[src/rtl/loader_pkg.sv]
// Shared types and constants for the serial program loader.
// Frame layout: sync byte, length, payload, checksum.
package loader_pkg;

  typedef enum logic [2:0] {
    IDLE,
    SYNC,
    LEN,
    DATA,
    CSUM,
    DONE,
    ERROR
  } state_t;

  localparam logic [7:0] SYNC_BYTE   = 8'hA5;

  localparam logic [1:0] ERR_NONE    = 2'b00;
  localparam logic [1:0] ERR_CSUM    = 2'b01;
  localparam logic [1:0] ERR_TIMEOUT = 2'b10;
  localparam logic [1:0] ERR_FRAME   = 2'b11;

  // States in which a frame is being received and the byte timer runs.
  function automatic logic in_frame(input state_t s);
    return (s == LEN) || (s == DATA) || (s == CSUM);
  endfunction

endpackage

[src/rtl/program_loader_byte_timer.sv]
// Inter-byte watchdog: counts idle clocks while enabled and flags expiry
// on the clock where the count reaches TIMEOUT_CYC-1.
module byte_timer #(
  parameter int TIMEOUT_CYC = 1_000_000
) (
  input  logic clk,
  input  logic rst,
  input  logic clear,
  input  logic enable,
  output logic expired
);

  localparam int CW = (TIMEOUT_CYC > 1) ? $clog2(TIMEOUT_CYC) : 1;
  localparam logic [CW-1:0] LAST = CW'(TIMEOUT_CYC - 1);

  logic [CW-1:0] count_q;
  logic [CW-1:0] count_d;

  always_comb begin
    count_d = count_q;
    if (clear || !enable) begin
      count_d = '0;
    end else if (count_q != LAST) begin
      count_d = count_q + 1'b1;
    end
  end

  always_ff @(posedge clk) begin
    if (!rst) begin
      count_q <= '0;
    end else begin
      count_q <= count_d;
    end
  end

  assign expired = enable && !clear && (count_q == LAST);

endmodule

[src/rtl/program_loader.sv]
// Receives a framed program image from the UART and writes it into program
// memory while holding the CPU; restarts the CPU after a valid checksum.
module program_loader
  import loader_pkg::*;
#(
  parameter int ADDR_W      = 8,
  parameter int TIMEOUT_CYC = 1_000_000
) (
  input  logic              clk,
  input  logic              rst,
  input  logic              load_req,
  input  logic [7:0]        rx_data,
  input  logic              rx_valid,
  input  logic              rx_error,
  output logic              mem_we,
  output logic [ADDR_W-1:0] mem_addr,
  output logic [7:0]        mem_wdata,
  output logic              cpu_hold,
  output logic              cpu_restart,
  output logic              busy,
  output logic              done,
  output logic [1:0]        err_code
);

  state_t            state_q, state_d;
  logic              mem_we_q, mem_we_d;
  logic [ADDR_W-1:0] mem_addr_q, mem_addr_d;
  logic [7:0]        mem_wdata_q, mem_wdata_d;
  logic              cpu_hold_q, cpu_hold_d;
  logic              cpu_restart_q, cpu_restart_d;
  logic              busy_q, busy_d;
  logic              done_q, done_d;
  logic [1:0]        err_code_q, err_code_d;
  logic [7:0]        remain_q, remain_d;
  logic [7:0]        sum_q, sum_d;

  logic              timer_enable;
  logic              timer_expired;
  logic [7:0]        sum_plus_byte;

  assign timer_enable  = in_frame(state_q);
  assign sum_plus_byte = sum_q + rx_data;

  byte_timer #(
    .TIMEOUT_CYC (TIMEOUT_CYC)
  ) u_byte_timer (
    .clk     (clk),
    .rst     (rst),
    .clear   (rx_valid),
    .enable  (timer_enable),
    .expired (timer_expired)
  );

  always_comb begin
    state_d       = state_q;
    // The address of a written byte is presented for one cycle, then advances.
    mem_addr_d    = mem_addr_q + ADDR_W'(mem_we_q);
    mem_we_d      = 1'b0;
    mem_wdata_d   = mem_wdata_q;
    cpu_restart_d = 1'b0;
    done_d        = done_q;
    err_code_d    = err_code_q;
    remain_d      = remain_q;
    sum_d         = sum_q;

    unique case (state_q)
      IDLE: begin
        if (load_req) begin
          state_d    = SYNC;
          done_d     = 1'b0;
          err_code_d = ERR_NONE;
          mem_addr_d = '0;
        end
      end
      SYNC: begin
        if (!load_req) begin
          state_d = IDLE;
        end else if (rx_valid && (rx_data == SYNC_BYTE)) begin
          state_d = LEN;
        end
      end
      LEN: begin
        if (!load_req) begin
          state_d = IDLE;
        end else if (rx_error) begin
          state_d    = ERROR;
          err_code_d = ERR_FRAME;
        end else if (rx_valid) begin
          if (rx_data == 8'd0) begin
            state_d    = ERROR;
            err_code_d = ERR_FRAME;
          end else begin
            state_d  = DATA;
            remain_d = rx_data;
            sum_d    = 8'd0;
          end
        end else if (timer_expired) begin
          state_d    = ERROR;
          err_code_d = ERR_TIMEOUT;
        end
      end
      DATA: begin
        if (!load_req) begin
          state_d = IDLE;
        end else if (rx_error) begin
          state_d    = ERROR;
          err_code_d = ERR_FRAME;
        end else if (rx_valid) begin
          mem_we_d    = 1'b1;
          mem_wdata_d = rx_data;
          sum_d       = sum_plus_byte;
          remain_d    = remain_q - 8'd1;
          if (remain_q == 8'd1) begin
            state_d = CSUM;
          end
        end else if (timer_expired) begin
          state_d    = ERROR;
          err_code_d = ERR_TIMEOUT;
        end
      end
      CSUM: begin
        if (!load_req) begin
          state_d = IDLE;
        end else if (rx_error) begin
          state_d    = ERROR;
          err_code_d = ERR_FRAME;
        end else if (rx_valid) begin
          if (sum_plus_byte == 8'd0) begin
            state_d       = DONE;
            done_d        = 1'b1;
            cpu_restart_d = 1'b1;
          end else begin
            state_d    = ERROR;
            err_code_d = ERR_CSUM;
          end
        end else if (timer_expired) begin
          state_d    = ERROR;
          err_code_d = ERR_TIMEOUT;
        end
      end
      DONE, ERROR: begin
        if (!load_req) begin
          state_d = IDLE;
        end
      end
      default: begin
        state_d = IDLE;
      end
    endcase

    cpu_hold_d = (state_d != IDLE);
    busy_d     = in_frame(state_d);
  end

  always_ff @(posedge clk) begin
    if (!rst) begin
      state_q       <= IDLE;
      mem_we_q      <= 1'b0;
      mem_addr_q    <= '0;
      mem_wdata_q   <= 8'd0;
      cpu_hold_q    <= 1'b0;
      cpu_restart_q <= 1'b0;
      busy_q        <= 1'b0;
      done_q        <= 1'b0;
      err_code_q    <= ERR_NONE;
      remain_q      <= 8'd0;
      sum_q         <= 8'd0;
    end else begin
      state_q       <= state_d;
      mem_we_q      <= mem_we_d;
      mem_addr_q    <= mem_addr_d;
      mem_wdata_q   <= mem_wdata_d;
      cpu_hold_q    <= cpu_hold_d;
      cpu_restart_q <= cpu_restart_d;
      busy_q        <= busy_d;
      done_q        <= done_d;
      err_code_q    <= err_code_d;
      remain_q      <= remain_d;
      sum_q         <= sum_d;
    end
  end

  assign mem_we      = mem_we_q;
  assign mem_addr    = mem_addr_q;
  assign mem_wdata   = mem_wdata_q;
  assign cpu_hold    = cpu_hold_q;
  assign cpu_restart = cpu_restart_q;
  assign busy        = busy_q;
  assign done        = done_q;
  assign err_code    = err_code_q;

endmodule

[config.mk]
export PLATFORM = sky130hd
export DESIGN_NAME = program_loader
export DESIGN_NICKNAME = d
export VERILOG_FILES = /design/src/rtl/loader_pkg.sv /design/src/rtl/program_loader_byte_timer.sv /design/src/rtl/program_loader.sv
export SDC_FILE = /design/constraint.sdc
export NUM_CORES = 1
export LEC_CHECK = 0
export CORE_MARGIN = 2
export CORE_UTILIZATION = 61
export CTS_CLUSTER_SIZE = 25
export DETAILED_ROUTE_END_ITERATION = 12
export HOLD_SLACK_MARGIN = 0.15
export PLACE_DENSITY_LB_ADDON = 0.2
export REMOVE_ABC_BUFFERS = 1
export SETUP_SLACK_MARGIN = 0.15
export SYNTH_ARGS = -nofsm -noshare
export SYNTH_HDL_FRONTEND = slang
export SYNTH_SLANG_ARGS = --single-unit
[constraint.sdc]
create_clock -name clk -period 4.31 [get_ports clk]
set_input_delay 1.293 -clock clk [delete_from_list [all_inputs] [get_ports clk]]
set_output_delay 1.293 -clock clk [all_outputs]
set_load 0.05 [all_outputs]
# Word level (Yosys, flattened, before mapping)
# Index checks and enable logic that the tools add are counted.
dict set report totals {
  ff_bits 62
  out_inout_bits 23
}
dict set report classes {
  n_addsub 4
  eq_ne 28
  n_mux 58
  bitwise_logic 6
  reduce_logical 25
}
# operator count
set ops {}
lappend ops {{$mux W8} 16}
lappend ops {{$mux W3} 16}
lappend ops {{$pmux W8 S2} 2}
lappend ops {{$mux W2} 14}
lappend ops {{$ne A2 B2 Y1 const B} 11}
lappend ops {{$add A20 B1 Y20 const B} 1}
lappend ops {{$eq A20 B20 Y1 const B} 1}
lappend ops {{$ne A20 B20 Y1 const B} 1}
lappend ops {{$pmux W3 S6} 1}
lappend ops {{$logic_not A8 Y1} 2}
lappend ops {{$reduce_and A8 Y1} 2}
lappend ops {{$eq A3 B2 Y1 const B} 4}
lappend ops {{$eq A3 B3 Y1 const B} 4}
lappend ops {{$add A8 B1 Y8} 1}
lappend ops {{$add A8 B8 Y8} 1}
lappend ops {{$eq A8 B1 Y1 const B} 1}
lappend ops {{$eq A8 B8 Y1 const B} 1}
lappend ops {{$pmux W2 S4} 1}
lappend ops {{$sub A8 B1 Y8 const B} 1}
lappend ops {{$mux W1} 7}
lappend ops {{$not A1 Y1} 6}
lappend ops {{$reduce_and A6 Y1} 1}
lappend ops {{$logic_or A1 B1 Y1} 5}
lappend ops {{$reduce_or A5 Y1} 1}
lappend ops {{15 further kinds} 20}

# Logic depth before layout (Yosys ltp)
# Gate-level depths: netlist of run 1.
dict set report depth {
  ltp_word 13
  depth_mapped 8
}

# By module
# A second synthesis of run 1 with hierarchy kept.
dict set report unflattened {
  cells_unflattened 427
  hier_area_um2 3453.3
}
# mod n_inst cells_per_inst area_per_inst_um2 seq_area_each_um2
set modules_own_cells {}
lappend modules_own_cells {program_loader 1 318 2464.9 840.8}
lappend modules_own_cells {byte_timer 1 109 988.4 400.4}

# Worst setup path after synthesis of run 1
# Ideal clock, no wire load.
dict set report synth_timing {
  kind {input-to-reg}
  from {input rx_data[0]}
  to {register done_q, in the netlist done}
  setup_ns 0.073
  t_arrival_ns 3.219
  path_slack_ns 1.018
  stages 8
  cell_sequence {ha_1 -> fa_1 -> a211oi_2 -> o21bai_1 -> a221oi_2 -> nand4_2 -> or3b_1 -> a21oi_1}
}
dict set report synth_via {
  elab_chain_len 4
}
# item line
set synth_lines {}
lappend synth_lines {{from (decl)} program_loader.sv:12} ;# input logic [7:0] rx_data,
lappend synth_lines {{$add A8 B8 Y8} program_loader.sv:42} ;# assign sum_plus_byte = sum_q + rx_data;
lappend synth_lines {{$logic_not A8 Y1} program_loader.sv:128} ;# if (sum_plus_byte == 8'd0) begin
lappend synth_lines {{$ne A2 B1 Y1 (no source line)} --}
lappend synth_lines {{$reduce_and A6 Y1 (no source line)} --}
lappend synth_lines {{to (signal assigned)} program_loader.sv:176} ;# done_q <= done_d;
lappend synth_lines {{to (decl)} program_loader.sv:32} ;# logic done_q, done_d;
# No other way between the ends.
# A chain may end at the register's enable or synchronous reset.

# Worst setup path in the final report of run 1
# Ends and elaborated chain as after synthesis.

==> qor.yml, run 1 <==
die-area_um2: 6050
path_clk_slew_ns: 0.07
vdd_drop_max_v: 0.000191
vias_per_cell: 5.95
grt_use_total: 0.269
grt_use_met3: 0.0744
coreArea_um2: 5170
tightest_slew_ns: 0.648
drive_gt1_frac: 0.0664
drt_wl_total_mm: 7.58
synth.area.top_cells: "dfxtp_1 (37%), nor2_1 (7.0%), nand2_1 (5.5%), ha_1 (4.5%), xor2_1 (4.0%)"
cp.required_ns: 4.59
cts-root-buf: "clkbuf_8"
clkPwrFrac: 0.395
place_hpwl_mm: 5.40
synth-edff-count: 0
drtIter0Drc: 267
seq_power_share: 0.540
power_density_nw_per_um2: 274
netlist_top_cells_count: "dfxtp_1 (62), nor2_1 (62), nand2_1 (49)"
skew_ns: 0.00534
cts_tree: "yes"
yosys_register_bits: 62
start_kind: "input pin"
maxSlewHeadroom: 0.565
grt_pass1_vias: 2807
num_io_pins: 36
cts_hold_buf: 0
clock_sinks: 62
switching_share: 0.247
drv_slew: 0
combPwrFrac: 0.066
hold_ws_ns: 0.455
vias: 3105
path_class: "input pin to flip-flop"
syn_avg_cell_area_um2: 8.03
use_met2: 0.409
critical_path_peak_fanout: 7
rr_endpoint: "done$_SDFFE_PN0P_"
cts.htree.levels: 3
die_x_um: 77.8
grt_remaining_overflow: 0
insertion_delay_ns: 0.35
status: "completed"
instances_no_fill: 522
syn2layout_area_growth_pct: 16.9
gp_congestion: 0.869
grt_antenna_before_repair: 0
die_y_um: 77.8
p_int_mw: 0.804
setup_slack_ns: 0.618
fmax_mhz: 271
start_util: 0.642
r2r_slack_ns: 1.81
n_fill_cell: 401
gr-max-usage-layer: "met2"
synthCells: 414
drc: 0
drtPass1Iterations: 4
power.leakage_nw: 1.37
synthFlopType: "dfxtp_1"
cp.arrival_ns: 3.97
numCtsBuffers: 9
yosys_warnings: 0
hold_viol_final: 0
fin_crit_ns: 3.69
rsz0062_at_grt: "no"
fin_nets: 474
yosysUniqueCellTypes: 59
wl_per_cell_um: 14.5
p_total_mw: 1.07
grt_pass1_wl_mm: 13.1
row_count: 26
synth-async-reset-ratio: 0
fin_setup_tns_ns: 0
post-synth-top-area-cell: "dfxtp_1"
hold_path_class: "flip-flop to flip-flop"
switchingPower_mw: 0.263
cts-resized-gates: 0
min_period_over_period: 0.857
numPortBuffers: 35
endpoint: "done$_SDFFE_PN0P_"
crit_start: "rx_data[0]"
insertedDiodeCount: 0
dp_cells: 507
use_met1: 0.369
drtAntennaViolNets: 0
drv_cap: 0
reg2reg_from: "sum_q[0]$_SDFFE_PN0P_"
report.final.setup_viol: 0
cts_setup_buffers: 0
synth_area_um2: 3320
synth_top_area_frac: 0.373
place_ws_ns: 0.283
grt_max_degree: 21
yosysSeqAreaShare: 0.373
rr_worst_depth: 8
clock_path_buffers: 2
cp-end-kind: "flip-flop"
[worst min-delay path by stage]
stage,from,to,slack [ns],depth (start not counted)
detailed placement,done$_SDFFE_PN0P_,done$_SDFFE_PN0P_,0.45,2
CTS,done$_SDFFE_PN0P_,done$_SDFFE_PN0P_,0.46,2
finish,done$_SDFFE_PN0P_,done$_SDFFE_PN0P_,0.46,2
global route,done$_SDFFE_PN0P_,done$_SDFFE_PN0P_,0.48,2
floorplan,sum_q[2]$_SDFFE_PN0P_,sum_q[2]$_SDFFE_PN0P_,0.43,2
global placement,mem_wdata[3]$_SDFFE_PN0P_,mem_wdata[3]$_SDFFE_PN0P_,0.44,2
[cell type report]
class / instances / area, um2 / share of cell area
clock buffer: 10 / 128 / 0.0328
inverter: 13 / 48.8 / 0.0126
clock inverter: 5 / 27.5 / 0.00708
timing repair buffer: 41 / 395 / 0.102
sequential: 62 / 1240 / 0.319
multi-input combinational: 321 / 1960 / 0.504
tap: 70 / 87.6 / 0.0225
[layer usage]
layer | up-vias | routed length [um]
li1 | 1548 | -
met1 | 1448 | 3560
met2 | 98 | 3460
met3 | 11 | 479
met4 | 0 | 82
met5 | - | 0
[layout by cell type, fill, tap and decap left out, drive strengths merged, types with 4 or more instances in the layout]
cell type,n
nor2,62
dfxtp,62
nand2,49
clkdlybuf4s50,35
nand3,21
a21oi,20
o21ai,20
xor2,15
inv,13
ha,12
xnor2,11
nand4,10
clkbuf,10
and3,9
nor3,8
and2,6
a31oi,6
buf,6
nor2b,5
nor4,5
clkinv,4
a211oi,4
[through the flow]
stage / cell area [um2] / util
2_1_floorplan: 3250 / -
3_3_place_gp: 3730 / 0.721
3_5_place_dp: 3730 / 0.721
4_1_cts: 3890 / 0.751
5_1_grt: 3890 / 0.751
6_report: 3890 / 0.751
[state kept, by name, indices dropped and copies added (netlist names)]
signal and cells:
busy 1, cpu_hold 1, cpu_restart 1, done 1, err_code 2, mem_addr 8
mem_wdata 8, mem_we 1, remain_q 8, state_q 3, sum_q 8, u_byte_timer.count_q 20
[critical path, stage by stage]
cell and delay, ns:
clkdlybuf4s50_1 0.49, ha_1 0.29, fa_1 0.43, a211oi_2 0.27, o21bai_1 0.14, a221oi_2 0.25
nand4_2 0.24, or3b_1 0.42, a21oi_1 0.14
[kinds of logic after synthesis]
logic type	count (synthesis)	share of synthesized area
adders and majority gates	13	0.0512
xor gates and xnor gates	26	0.0685
muxes	2	0.00602
buffers and inverters	31	0.0373
and+or+nand+nor	192	0.277
DFF	62	0.373
AOI/OAI and AO/OA	88	0.186
[power groups by stage]
stage                     sequential [mW]  combinational (mW)  clock, mW
after floorplan                     0.590              0.0329          0
after global placement              0.588              0.0681          0
after detailed placement            0.588              0.0686          0
after CTS                           0.575              0.0690      0.429
after global routing                0.575              0.0766      0.452
final                               0.576              0.0700      0.421
Power figures use the tool's default switching activity.
==> run 2, diff against run 1 <==
ABC_CLOCK_PERIOD_IN_PS = 4310   (was not set)
SLEW_MARGIN = 20   (was not set)
==> results of run 2 <==
Same layout as run 1: the final DEF is identical, and so are final timing and power.
==> run 3, diff against run 2 <==
GPL_TIMING_DRIVEN = 0   (was not set)
==> qor.yml, run 3 (synthesized netlist as in run 1, its figures left out) <==
power_density_nw_per_um2: 294  # +7.1%
routed.top_layer: "met4"
critical_path_buf_inv_count: 1  # unchanged
multiInputGateArea_um2: 1960  # +0.13%
seq_power_share: 0.505  # -0.035
largest_reg_flops: 20  # unchanged
syn2layout_area_growth_pct: 16.7
maxSlewHeadroom: 0.507  # -0.0582
hold_path_class: "flip-flop to flip-flop"
p_int_mw: 0.866  # +7.8%
drive_gt1_frac: 0.0582  # -0.00821
drc: 0  # unchanged
hold_viol_final: 0  # unchanged
path_clk_slew_ns: 0.07  # about the same
insertion_delay_ns: 0.34  # about the same
num_io_pins: 36  # unchanged
dp_cells: 501  # -1.2%
place_hpwl_mm: 5.37  # -0.59%
drt_wl_total_mm: 7.84  # +3.5%
power.leakage_nw: 1.36  # -1.1%
wl_met1_mm: 3.60  # +1.1%
clock_path_buffers: 2  # unchanged
n_fill_cell: 387  # -3.5%
die_y_um: 77.8  # unchanged
grt_pass1_wl_mm: 13.2  # +0.58%
tightest_slew_ns: 0.740  # +0.0917 ns
fmax_mhz: 255  # -5.7%
min_period_over_period: 0.909  # +0.0521
critPathMaxStageDelay_ns: 0.67  # +0.18 ns
vias_per_cell: 6.02  # +1.1%
combPwrFrac: 0.059  # -0.007
rsz0062_at_grt: "no"
switchingPower_mw: 0.274  # +4.0%
cts-root-buf: "clkbuf_8"
fin_nets: 468  # -1.3%
path_class: "input pin to flip-flop"
die_x_um: 77.8  # unchanged
clock_sinks: 62  # unchanged
coreArea_um2: 5170  # unchanged
vdd_drop_max_v: 0.000243  # +28%
row_count: 26  # unchanged
grt_use_total: 0.272  # +0.00271
drtPass1Iterations: 5  # +1
drtAntennaViolNets: 0  # unchanged
drv_cap: 0  # unchanged
switching_share: 0.240  # -0.00653
wl_per_cell_um: 15.2  # +4.5%
instances_no_fill: 517  # -0.96%
layout_common_cells: "dfxtp_1 (62), nor2_1 (61), nand2_1 (49)"
grt_antenna_before_repair: 0  # unchanged
cts_hold_buf: 0  # unchanged
cp_top_family: "simple AND/OR/NAND/NOR gates"
gp_congestion: 0.923  # +6.2%
grt_max_degree: 21  # unchanged
cp.arrival_ns: 4.18  # +0.21 ns
numPortBuffers: 35  # unchanged
fin_util: 0.750  # -0.00169
clkPwrFrac: 0.436  # +0.041
cts_tree: "yes"
numCtsBuffers: 9  # unchanged
cpMaxStageDelayCell: "clkdlybuf4s50_1"
final_common_cell: "dfxtp_1"
cts.htree.levels: 3  # unchanged
fin_setup_tns_ns: 0  # unchanged
start_kind: "input pin"
wl_met3_um: 500  # +4.4%
status: "completed"
fin_crit_ns: 3.92  # +0.225 ns
top_register: "u_byte_timer.count_q"
hold_ws_ns: 0.457  # +0.00131 ns
grt_pass1_vias: 2783  # -0.86%
cp-end-kind: "flip-flop"
register_area_um2: 1240  # unchanged
die-area_um2: 6050  # unchanged
drv_slew: 0  # unchanged
start_util: 0.642  # unchanged
report.final.setup_viol: 0  # unchanged
critical_path_peak_fanout: 18  # +11
grt_remaining_overflow: 0  # unchanged
skew_ns: 0.0100  # +0.00470 ns
cp.required_ns: 4.57  # -0.02 ns
path_cells: "clkdlybuf4s50_1 > nor2b_1 > o2111ai_2 > nor2_2 > nand2_1 > o21ai_0"
dr_wl_met2_mm: 3.58  # +3.6%
vias: 3110  # +0.16%
insertedDiodeCount: 0  # unchanged
drtIter0Drc: 263  # -1.5%
run 3: layer usage:
layer / vias up / global-route usage
li1: 1530 / -
met2: 112 / 0.422
met1: 1451 / 0.373
met4: 0 / 0.116
met3: 17 / 0.0453
met5: - / 0
run 3: power by group through the flow:
| stage | clock network [mW] | registers (mW) | logic [mW] |
|---|---|---|---|
| after global routing | 0.527 | 0.575 | 0.0732 |
| after CTS | 0.504 | 0.575 | 0.0664 |
| after global placement | 0 | 0.588 | 0.0649 |
| final | 0.497 | 0.575 | 0.0677 |
| after detailed placement | 0 | 0.588 | 0.0658 |
| after floorplan | 0 | 0.590 | 0.0329 |
run 3: path summary, 6_finish.rpt:
kind | startpoint | endpoint | slack (ns) | depth (start not counted)
worst max-delay path | rx_valid | sum_q[3]$_SDFFE_PN0P_ | 0.39 | 6
worst min-delay path | done$_SDFFE_PN0P_ | done$_SDFFE_PN0P_ | 0.46 | 2
worst max register to register | sum_q[0]$_SDFFE_PN0P_ | done$_SDFFE_PN0P_ | 1.68 | 8
worst min register to register | done$_SDFFE_PN0P_ | done$_SDFFE_PN0P_ | 0.46 | 2
run 3: cell type report:
| type | count | area share |
|---|---|---|
| sequential | 62 | 0.320 |
| tap | 70 | 0.0226 |
| clock buffer | 10 | 0.0329 |
| multi-input combinational | 321 | 0.506 |
| clock inverter | 6 | 0.0158 |
| inverter | 13 | 0.0126 |
| timing repair buffer | 35 | 0.0904 |
run 3: what timing repair did:
action,4_1_cts,5_1_grt
resized for setup,0,1
buffers inserted,0,0
setup endpoints to repair,0,7
run 3: per-stage QoR:
| stage | setup WS [ns] | total power, mW | area [um2] |
|---|---|---|---|
| floorplan | 1.02 | 0.623 | 3250 |
| global placement | -0.0550 | 0.653 | 3690 |
| detailed placement | -0.0632 | 0.654 | 3690 |
| CTS | 0.234 | 1.15 | 3870 |
| global route | 0.167 | 1.17 | 3880 |
| finish | 0.393 | 1.14 | 3880 |
run 3: tightest hold or removal path, stage by stage, from the launching register on:
cell and delay (ns):
dfxtp_1 0.32, inv_1 0.05, a21oi_1 0.05
